File: src/rtl/counter_param_falling.sv
// Falling-edge up/down counter with clear, load, clamp-to-MAX and wrap/saturate.
// out/done update one falling edge after sampling; tc is combinational; never stalls.
module counter_param_falling #(
  parameter int WIDTH = 5,
  parameter int MAX   = 31,
  parameter bit SAT   = 1'b0
) (
  input  logic             clk,
  input  logic             rst,
  input  logic             en,
  input  logic             clr,
  input  logic             load,
  input  logic [WIDTH-1:0] load_val,
  input  logic             up_dn,
  output logic [WIDTH-1:0] out,
  output logic             tc,
  output logic             done
);

  localparam logic [WIDTH-1:0] MAX_V  = WIDTH'(MAX);
  localparam logic [WIDTH-1:0] ONE_V  = WIDTH'(1);
  localparam logic [WIDTH-1:0] ZERO_V = '0;

  logic [WIDTH-1:0] out_nxt;
  logic             done_nxt;
  logic [WIDTH-1:0] term_v;

  assign term_v = up_dn ? MAX_V : ZERO_V;
  assign tc     = (out == term_v);

  always_comb begin
    out_nxt  = out;
    done_nxt = 1'b0;
    if (clr) begin
      out_nxt = ZERO_V;
    end else if (load) begin
      out_nxt = (load_val > MAX_V) ? MAX_V : load_val;
    end else if (en) begin
      if (up_dn) begin
        if (out < MAX_V)  out_nxt = out + ONE_V;
        else if (!SAT)    out_nxt = ZERO_V;
      end else begin
        if (out > ZERO_V) out_nxt = out - ONE_V;
        else if (!SAT)    out_nxt = MAX_V;
      end
      // A saturated hold leaves out unchanged, so it cannot re-fire done.
      done_nxt = (out_nxt == term_v) && (out_nxt != out);
    end
  end

  always_ff @(negedge clk or negedge rst) begin
    if (!rst) begin
      out  <= ZERO_V;
      done <= 1'b0;
    end else begin
      out  <= out_nxt;
      done <= done_nxt;
    end
  end

endmodule

File: config.mk
export PLATFORM = sky130hd
export DESIGN_NAME = counter_param_falling
export DESIGN_NICKNAME = d
export VERILOG_FILES = /design/src/rtl/counter_param_falling.sv
export SDC_FILE = /design/constraint.sdc
export NUM_CORES = 1
export LEC_CHECK = 0
export ABC_CLOCK_PERIOD_IN_PS = 2300
export BUFFER_PORTS_ARGS = -buffer_cell sky130_fd_sc_hd__buf_4
export CORE_ASPECT_RATIO = 0.9
export CORE_MARGIN = 2
export CORE_UTILIZATION = 45
export CTS_BUF_LIST = sky130_fd_sc_hd__clkbuf_2 sky130_fd_sc_hd__clkbuf_4 sky130_fd_sc_hd__clkbuf_8
export DETAILED_ROUTE_END_ITERATION = 6
export PLACE_DENSITY = 0.77
export SYNTH_ARGS = -nofsm -noshare
export SYNTH_HDL_FRONTEND = slang
export SYNTH_SLANG_ARGS = --single-unit
File: constraint.sdc
create_clock -name clk -period 2.3 [get_ports clk]
set_input_delay 0.69 -clock clk [delete_from_list [all_inputs] [get_ports clk]]
set_output_delay 0.69 -clock clk [all_outputs]
set_load 0.01 [all_outputs]
# Word level (Yosys, flattened, before mapping)
# Index checks and enable logic that the tools add are counted.
# totals
wordCells	26
in_bits	11
ff_bits	6
output_inout_bits	7
# classes
order_cmp	3
addsub	2
eq_ne	3
muxes	14
n_reduce_logical	2
# op_table
operator	n
2-to-1 mux 5 bit	11
== test 5 bit	2
adder 5 x 1 -> 5 bit (second input constant)	1
greater-than comparator 5 x 1 -> 1 bit (second input constant)	1
greater-than comparator 5 bit (second input constant)	1
< comparator 5 bit (second input constant)	1
!= test 5 bit	1
subtractor 5 x 1 -> 5 bit (second input constant)	1
2-to-1 mux 1 bit	3
nonzero test 3 bit	1
logical AND 1 bit	1

# Longest topological paths before layout
# Gate-level depths: netlist of the first run.
# depth
depth_word	11
ltp_mapped	7
mapped_depth_nobuf	6

==> results of run 1 <==
## metrics by stage
stage / instance area (µm²) / std cells / hold WS (ns)
2_1_floorplan: 697 / 79 / 0.635
3_3_place_gp: 868 / 117 / 0.642
3_5_place_dp: 868 / 117 / 0.649
4_1_cts: 1090 / 128 / 0.611
5_1_grt: 1160 / 134 / 0.687
6_report: 1160 / 134 / 0.640
## synth_stat cells (2+ instances only)
library cell and n:
inv_1 5, nor2b_1 2, mux2i_1 2, nand2_1 5
nor2_1 3, ha_1 2, a31oi_1 3, o21ai_0 3
o21ai_1 2, buf_2 3, a21oi_1 6, nand3_1 2
o211ai_1 2, xor2_1 2, buf_6 3, nand4_1 4
dfrtn_1 6
## per-layer routing
metal  routed length, µm  vias to the layer above  GRT usage
met4                 135                        0      0.220
li1                    -                      381          -
met2                1350                       56      0.544
met3                 130                       13     0.0586
met5                   0                        -          0
met1                1110                      411      0.377
## tightest hold or removal path, delay by kind of cell, from the launching register on
family,cells,cell delay (ns)
DFF,1,0.35
AOI/OAI and AO/OA,1,0.19
buffers and inverters,1,0.16
## sequential cells by signal, summed over array words and instances (netlist names)
signal / cells
done: 1
out: 5
## kinds of logic after synthesis
logic type | count (synthesis) | share of synthesized area
mux | 3 | 0.0478
flops | 6 | 0.229
compound gates | 29 | 0.329
buf+inv | 14 | 0.126
fa+ha+maj | 2 | 0.0382
simple gates | 23 | 0.203
xor+xnor | 2 | 0.0268
## power by group through the flow
stage | registers, µW | clock network, µW | logic (µW)
4_1_cts | 119 | 112 | 220
5_1_grt | 120 | 122 | 264
3_5_place_dp | 120 | 0 | 171
2_1_floorplan | 125 | 0 | 106
3_3_place_gp | 119 | 0 | 169
6_report | 120 | 117 | 250
## area by class of cell
type,instances,area (µm²)
clock buffers,3,22.5
fillers,85,243
inverters,6,22.5
multi-input cells,59,479
flip-flops and latches,6,150
well taps,15,18.8
repair buffers,45,463
## cells in the final DEF (no fill, tap or decap), drive strengths merged, types with 2 or more instances in the layout
cell type | Yosys | routed
dfrtn | 6 | 6
buf | 7 | 45
a21oi | 6 | 6
o211ai | 2 | 2
clkbuf | 1 | 3
a31oi | 3 | 3
a2111oi | 2 | 2
xor2 | 2 | 2
nand4 | 4 | 4
nand3 | 2 | 2
mux2i | 2 | 2
nand2 | 5 | 5
o21ai | 6 | 6
inv | 6 | 6
ha | 2 | 2
nor2b | 2 | 2
nor2 | 3 | 3
## worst paths after layout
check	from	to	slack, ns	cells after the start
max reg2reg	out[0]	done	0.14	10
max	out[4]	tc	-1.09	3
min reg2reg	out[3]	done	0.64	2
max in group asynchronous	rst	done	0.90	1
min	out[3]	done	0.64	2
min in group asynchronous	rst	out[3]	1.25	1
## what timing repair did
item	CTS	global route
cloned	2	0
endpoints found under the setup margin	13	13
gates resized for setup	24	7
pin swaps	11	3
setup buffers	6	6
==> PnR_summary.wiki, run 1 <==
{| class="wikitable"
! Metric !! Value
|-
| Result of the run || finished with violations
|-
| Failing checks || negative setup slack
|-
| Area growth from synthesis to layout || 76.7%
|-
| Worst ir drop on vdd || 299 µV
|-
| Setup repair after global routing missed its margin || yes
|-
| Fraction of registers with async set or reset after synthesis || 1.00
|-
| Sequential fraction of design power || 0.246
|-
| Total global routing track utilization || 0.321
|-
| Diodes inserted || 0
|-
| Share of cells above drive strength 1 || 0.529
|-
| Buf/Inv on CP || 1
|-
| Initial core utilization || 0.468
|-
| Cell area power density || 421 nW/µm²
|-
| Syn_area_per_cell || 8.28 µm²
|-
| CORE AREA || 1400 µm²
|-
| Gr ovfl total || 0
|-
| Number of buffers between clock root and the deepest sink || 2
|-
| Clock tree sinks || 6
|-
| Startpoint types || flip-flop
|-
| Final weighted congestion of routability-driven global placement || 0.870
|-
| Net switching power figure || 180 µW
|-
| Detailed router's first-iteration violation count || 53
|-
| Largest cells by area after synthesis || dfrtn_1, buf_6, a21oi_1, ha_1, nand4_1
|-
| 1st-pass router iterations || 4
|-
| Endpoint type of the worst setup path || primary output
|-
| Number of buffers created by CTS || 3
|-
| Worst hold-check path type || reg -> reg
|-
| First-pass GRT wire length || 3840 µm
|-
| Largest delay share family, worst path || simple AND/OR/NAND/NOR gates
|-
| Highest fanout seen on the critical path || 2
|-
| Worst clock skew || 0.00154 ns
|-
| CP peak stage delay || 0.55 ns
|-
| Full die area || 1780 µm²
|-
| Sw Ratio || 0.369
|-
| Number of enable-type register cells in the synthesized netlist || 0
|-
| Yosys synthesis warning count || 0
|-
| Area of the mapped netlist || 654 µm²
|-
| Fraction of synthesized cell area taken by the top area cell type || 0.229
|-
| Required time at the endpoint of the critical path || 1.61 ns
|-
| Via Count || 861
|-
| Layout Nets || 134
|-
| Syn_nets || 92
|-
| Cell at the root of the clock tree || clkbuf_4
|-
| Largest area contributor in the netlist || dfrtn_1
|-
| Pre-CTS setup slack || -0.835 ns
|-
| Number of vias per cell || 6.43
|-
| Setup slack after layout || -1.09 ns
|-
| DRC errors left || 0
|-
| Post-route total power || 487 µW
|-
| Final-report hold violation count || 0
|-
| Most used flip-flop cell after synthesis || dfrtn_1
|-
| Final setup fails || 12
|-
| Clock insertion delay at the later pin of the skew report || 0.28 ns
|-
| Pin count of the biggest net entering global routing || 13
|-
| Total Neg Setup Slack || -6.39 ns
|-
| Final Util || 0.826
|-
| Aggregate routed wire length || 2720 µm
|-
| Hold_buf cts || 0
|-
| Number of antenna violations at the first check in global routing || 0
|-
| Antenna-violating nets left || 0
|-
| Number of H-tree branching levels || 1
|-
| Num ports || 18
|-
| Slew at the pin with the worst max-slew slack || 0.366 ns
|-
| Detailed Place HPWL || 1310 µm
|-
| Number of distinct library cells after synthesis || 41
|-
| Leakage power figure || 0.000516 µW
|-
| Combinational Power Share || 0.513
|-
| Slowest CP cell || or4_4
|-
| Max-slew headroom at the worst pin || 0.749
|-
| Sequence of cells on the critical path || or4_4 > o32ai_4 > buf_6
|-
| Routed wire per std cell || 20.3 µm
|-
| Die boundary width || 44.2 µm
|-
| Vertical extent of the die || 40.2 µm
|-
| Gate count of the mapped netlist || 79
|-
| Sequential element share of the synthesized area || 0.229
|-
| Clk pwr share || 0.241
|-
| Data arrival at the endpoint of the critical path || 2.70 ns
|-
| Internal power of the cells || 307 µW
|-
| Standard-cell row count || 13
|-
| Number of violations of the max-capacitance limit || 0
|-
| Reg clk slew, reported paths || 0.04 ns
|-
| Port Buffer Count || 17
|-
| Vias in the first global route || 770
|-
| Setup Crit Path Kind || reg -> out
|-
| Seq cells post-synth || 6
|-
| Final number of max-transition violations || 0
|-
| TritonCTS clock tree || done
|}
(Power assumes the default switching activity.)
==> run 2: changes to the inputs <==
==> constraint.sdc (replaced) <==
create_clock -name clk -period 2.3 [get_ports clk]
set_input_delay 0.69 -clock clk [delete_from_list [all_inputs] [get_ports clk]]
set_output_delay 0.69 -clock clk [all_outputs]
set_load 0.005 [all_outputs]
==> PnR_summary.wiki, run 2 (synthesis gave the netlist of run 1 again) <==
{| class="wikitable"
! Metric !! Value
|-
| Result of the run || finished with violations
|-
| Failing checks || negative setup slack
|-
| Launch point of the critical path || out[4]
|-
| Via Count || 868 (+0.81%)
|-
| Setup slack after layout || -1.04 ns (+0.0501 ns)
|-
| Hold Slack || 0.645 ns (+0.00508 ns)
|-
| Final number of max-transition violations || 0 (unchanged)
|-
| CORE AREA || 1400 µm² (unchanged)
|-
| First-pass GRT wire length || 3400 µm (-12%)
|-
| Number of cells traversed by the worst hold path || 2 (unchanged)
|-
| Total global routing track utilization || 0.282 (-0.0391)
|-
| Vias in the first global route || 744 (-3.4%)
|-
| Storage element area || 150 µm² (unchanged)
|-
| Number of vias per cell || 6.48 (+0.81%)
|-
| Layout Nets || 134 (unchanged)
|-
| Final weighted congestion of routability-driven global placement || 0.826 (-5.1%)
|-
| TritonCTS clock tree || done
|-
| Max FFs per register || 5 (unchanged)
|-
| Number of buffers created by CTS || 3 (unchanged)
|-
| DRC errors left || 0 (unchanged)
|-
| Diodes inserted || 0 (unchanged)
|-
| Leading cell types in the layout, fill and taps excluded || buf_4, buf_6, dfrtn_1
|-
| Most Crowded Layer GR || met2
|-
| Startpoint types || flip-flop
|-
| Vertical extent of the die || 40.2 µm (unchanged)
|-
| Antenna-violating nets left || 0 (unchanged)
|-
| Standard-cell row count || 13 (unchanged)
|-
| Number of H-tree branching levels || 1 (unchanged)
|-
| Pin count of the biggest net entering global routing || 13 (unchanged)
|-
| Detailed Place HPWL || 1310 µm (about the same)
|-
| Number of inserted filler cells in the final layout || 78 (-8.2%)
|-
| Cell at the root of the clock tree || clkbuf_4
|-
| Worst ir drop on vdd || 312 µV (+4.2%)
|-
| Clock tree sinks || 6 (unchanged)
|-
| Gr ovfl total || 0 (unchanged)
|-
| Slew at the pin with the worst max-slew slack || 0.481 ns (+0.115 ns)
|-
| Initial core utilization || 0.468 (unchanged)
|-
| Most frequent standard cell in the layout excluding fill and tap cells || buf_4
|-
| Endpoint type of the worst setup path || primary output
|-
| Met1 global-route usage || 0.331 (-0.0460)
|-
| Worst hold-check path type || reg -> reg
|-
| CP peak stage delay || 0.53 ns (-0.02 ns)
|-
| Routed wire per std cell || 20.5 µm (+0.77%)
|-
| Pre-CTS setup slack || -0.827 ns (+0.00814 ns)
|-
| GR met2 Demand/Resource || 0.515 (-0.0294)
|-
| Aggregate routed wire length || 2740 µm (+0.77%)
|-
| Leakage power figure || 0.000519 µW (+0.53%)
|-
| Slowest CP cell || or4_4
|-
| Share of cells above drive strength 1 || 0.563 (+0.0336)
|-
| Worst reg-to-reg path cell count || 8 (-2)
|-
| Post-route total power || 474 µW (-2.6%)
|-
| Hold_buf cts || 0 (unchanged)
|-
| Area growth from synthesis to layout || 79.5%
|-
| Source of the worst register-to-register timing path || out[0]
|-
| Sequence of cells on the critical path || or4_4 > o32ai_2 > buf_4
|-
| Multi-input combinational cell area || 502 µm² (+4.7%)
|-
| Met3 track utilization from global routing || 0.0676 (+0.00901)
|-
| Data arrival at the endpoint of the critical path || 2.65 ns (-0.05 ns)
|-
| Final-report hold violation count || 0 (unchanged)
|-
| Final setup fails || 13 (+1)
|-
| Setup repair after global routing missed its margin || yes
|-
| Hold Startpoint || out[3]
|-
| Cell area power density || 404 nW/µm² (-4.1%)
|-
| Detailed router's first-iteration violation count || 29 (-45%)
|-
| Port Buffer Count || 17 (unchanged)
|-
| Required time at the endpoint of the critical path || 1.61 ns (about the same)
|-
| Number of buffers between clock root and the deepest sink || 2 (unchanged)
|-
| Die boundary width || 44.2 µm (unchanged)
|-
| Top reg by flops || out
|-
| Number of violations of the max-capacitance limit || 0 (unchanged)
|-
| Clock insertion delay at the later pin of the skew report || 0.26 ns (-0.02 ns)
|-
| Number of antenna violations at the first check in global routing || 0 (unchanged)
|-
| Setup Crit Path Kind || reg -> out
|-
| Highest fanout seen on the critical path || 2 (unchanged)
|-
| Reg clk slew, reported paths || 0.04 ns (about the same)
|-
| Worst clock skew || 0.00658 ns (+0.00503 ns)
|-
| Max-slew headroom at the worst pin || 0.671 (-0.0787)
|-
| 1st-pass router iterations || 4 (unchanged)
|-
| Total Neg Setup Slack || -6.70 ns (-0.310 ns)
|-
| Full die area || 1780 µm² (unchanged)
|-
| Num ports || 18 (unchanged)
|-
| Registers with the highest flip-flop counts || out x5, done x1
|}
[run 2: power breakdown]
group / internal [µW] / switching (µW)
combinational: 136 / 120
clock: 59.1 / 39.4
sequential: 114 / 6.19
total: 309 / 166
[run 2: final cells by class]
class,count,area share
Clock buffer,3,0.0192
Tap cell,15,0.0160
Timing Repair Buffer,45,0.391
Inverter,6,0.0192
Multi-Input combinational cell,59,0.427
Sequential cell,6,0.128
[run 2: routing by layer]
layer	share of wire	wire, µm
met4	0.023	64
met5	0	0
met3	0.072	198
met1	0.38	1040
met2	0.53	1440
[run 2: critical path, delay by kind of cell, from the launching register on]
family	cells	cell delay, ns
buffers and inverters	1	0.15
AOI/OAI and AO/OA	1	0.21
and+or+nand+nor	1	0.53
DFF	1	0.36
[run 2: stage by stage]
step,cells,area [µm²],utilization
after floorplan,79,686,-
after global placement,117,857,0.613
after detailed placement,117,857,0.613
after CTS,131,1110,0.794
after global routing,134,1170,0.840
final,134,1170,0.840
[run 2: path summary, 6_finish.rpt]
path | to | slack, ns
max in group asynchronous | out[0] | 0.87
worst max-delay path | tc | -1.04
min in group asynchronous | out[2] | 1.27
worst min-delay path | done | 0.64
worst max register to register | out[4] | 0.16
worst min register to register | done | 0.64
[run 2: repair_timing]
action / in CTS / in global routing
gates cloned: 2 / 0
gates resized for setup: 26 / 9
buffers inserted: 10 / 3
endpoints found under the setup margin: 13 / 13
pin swaps: 11 / 4
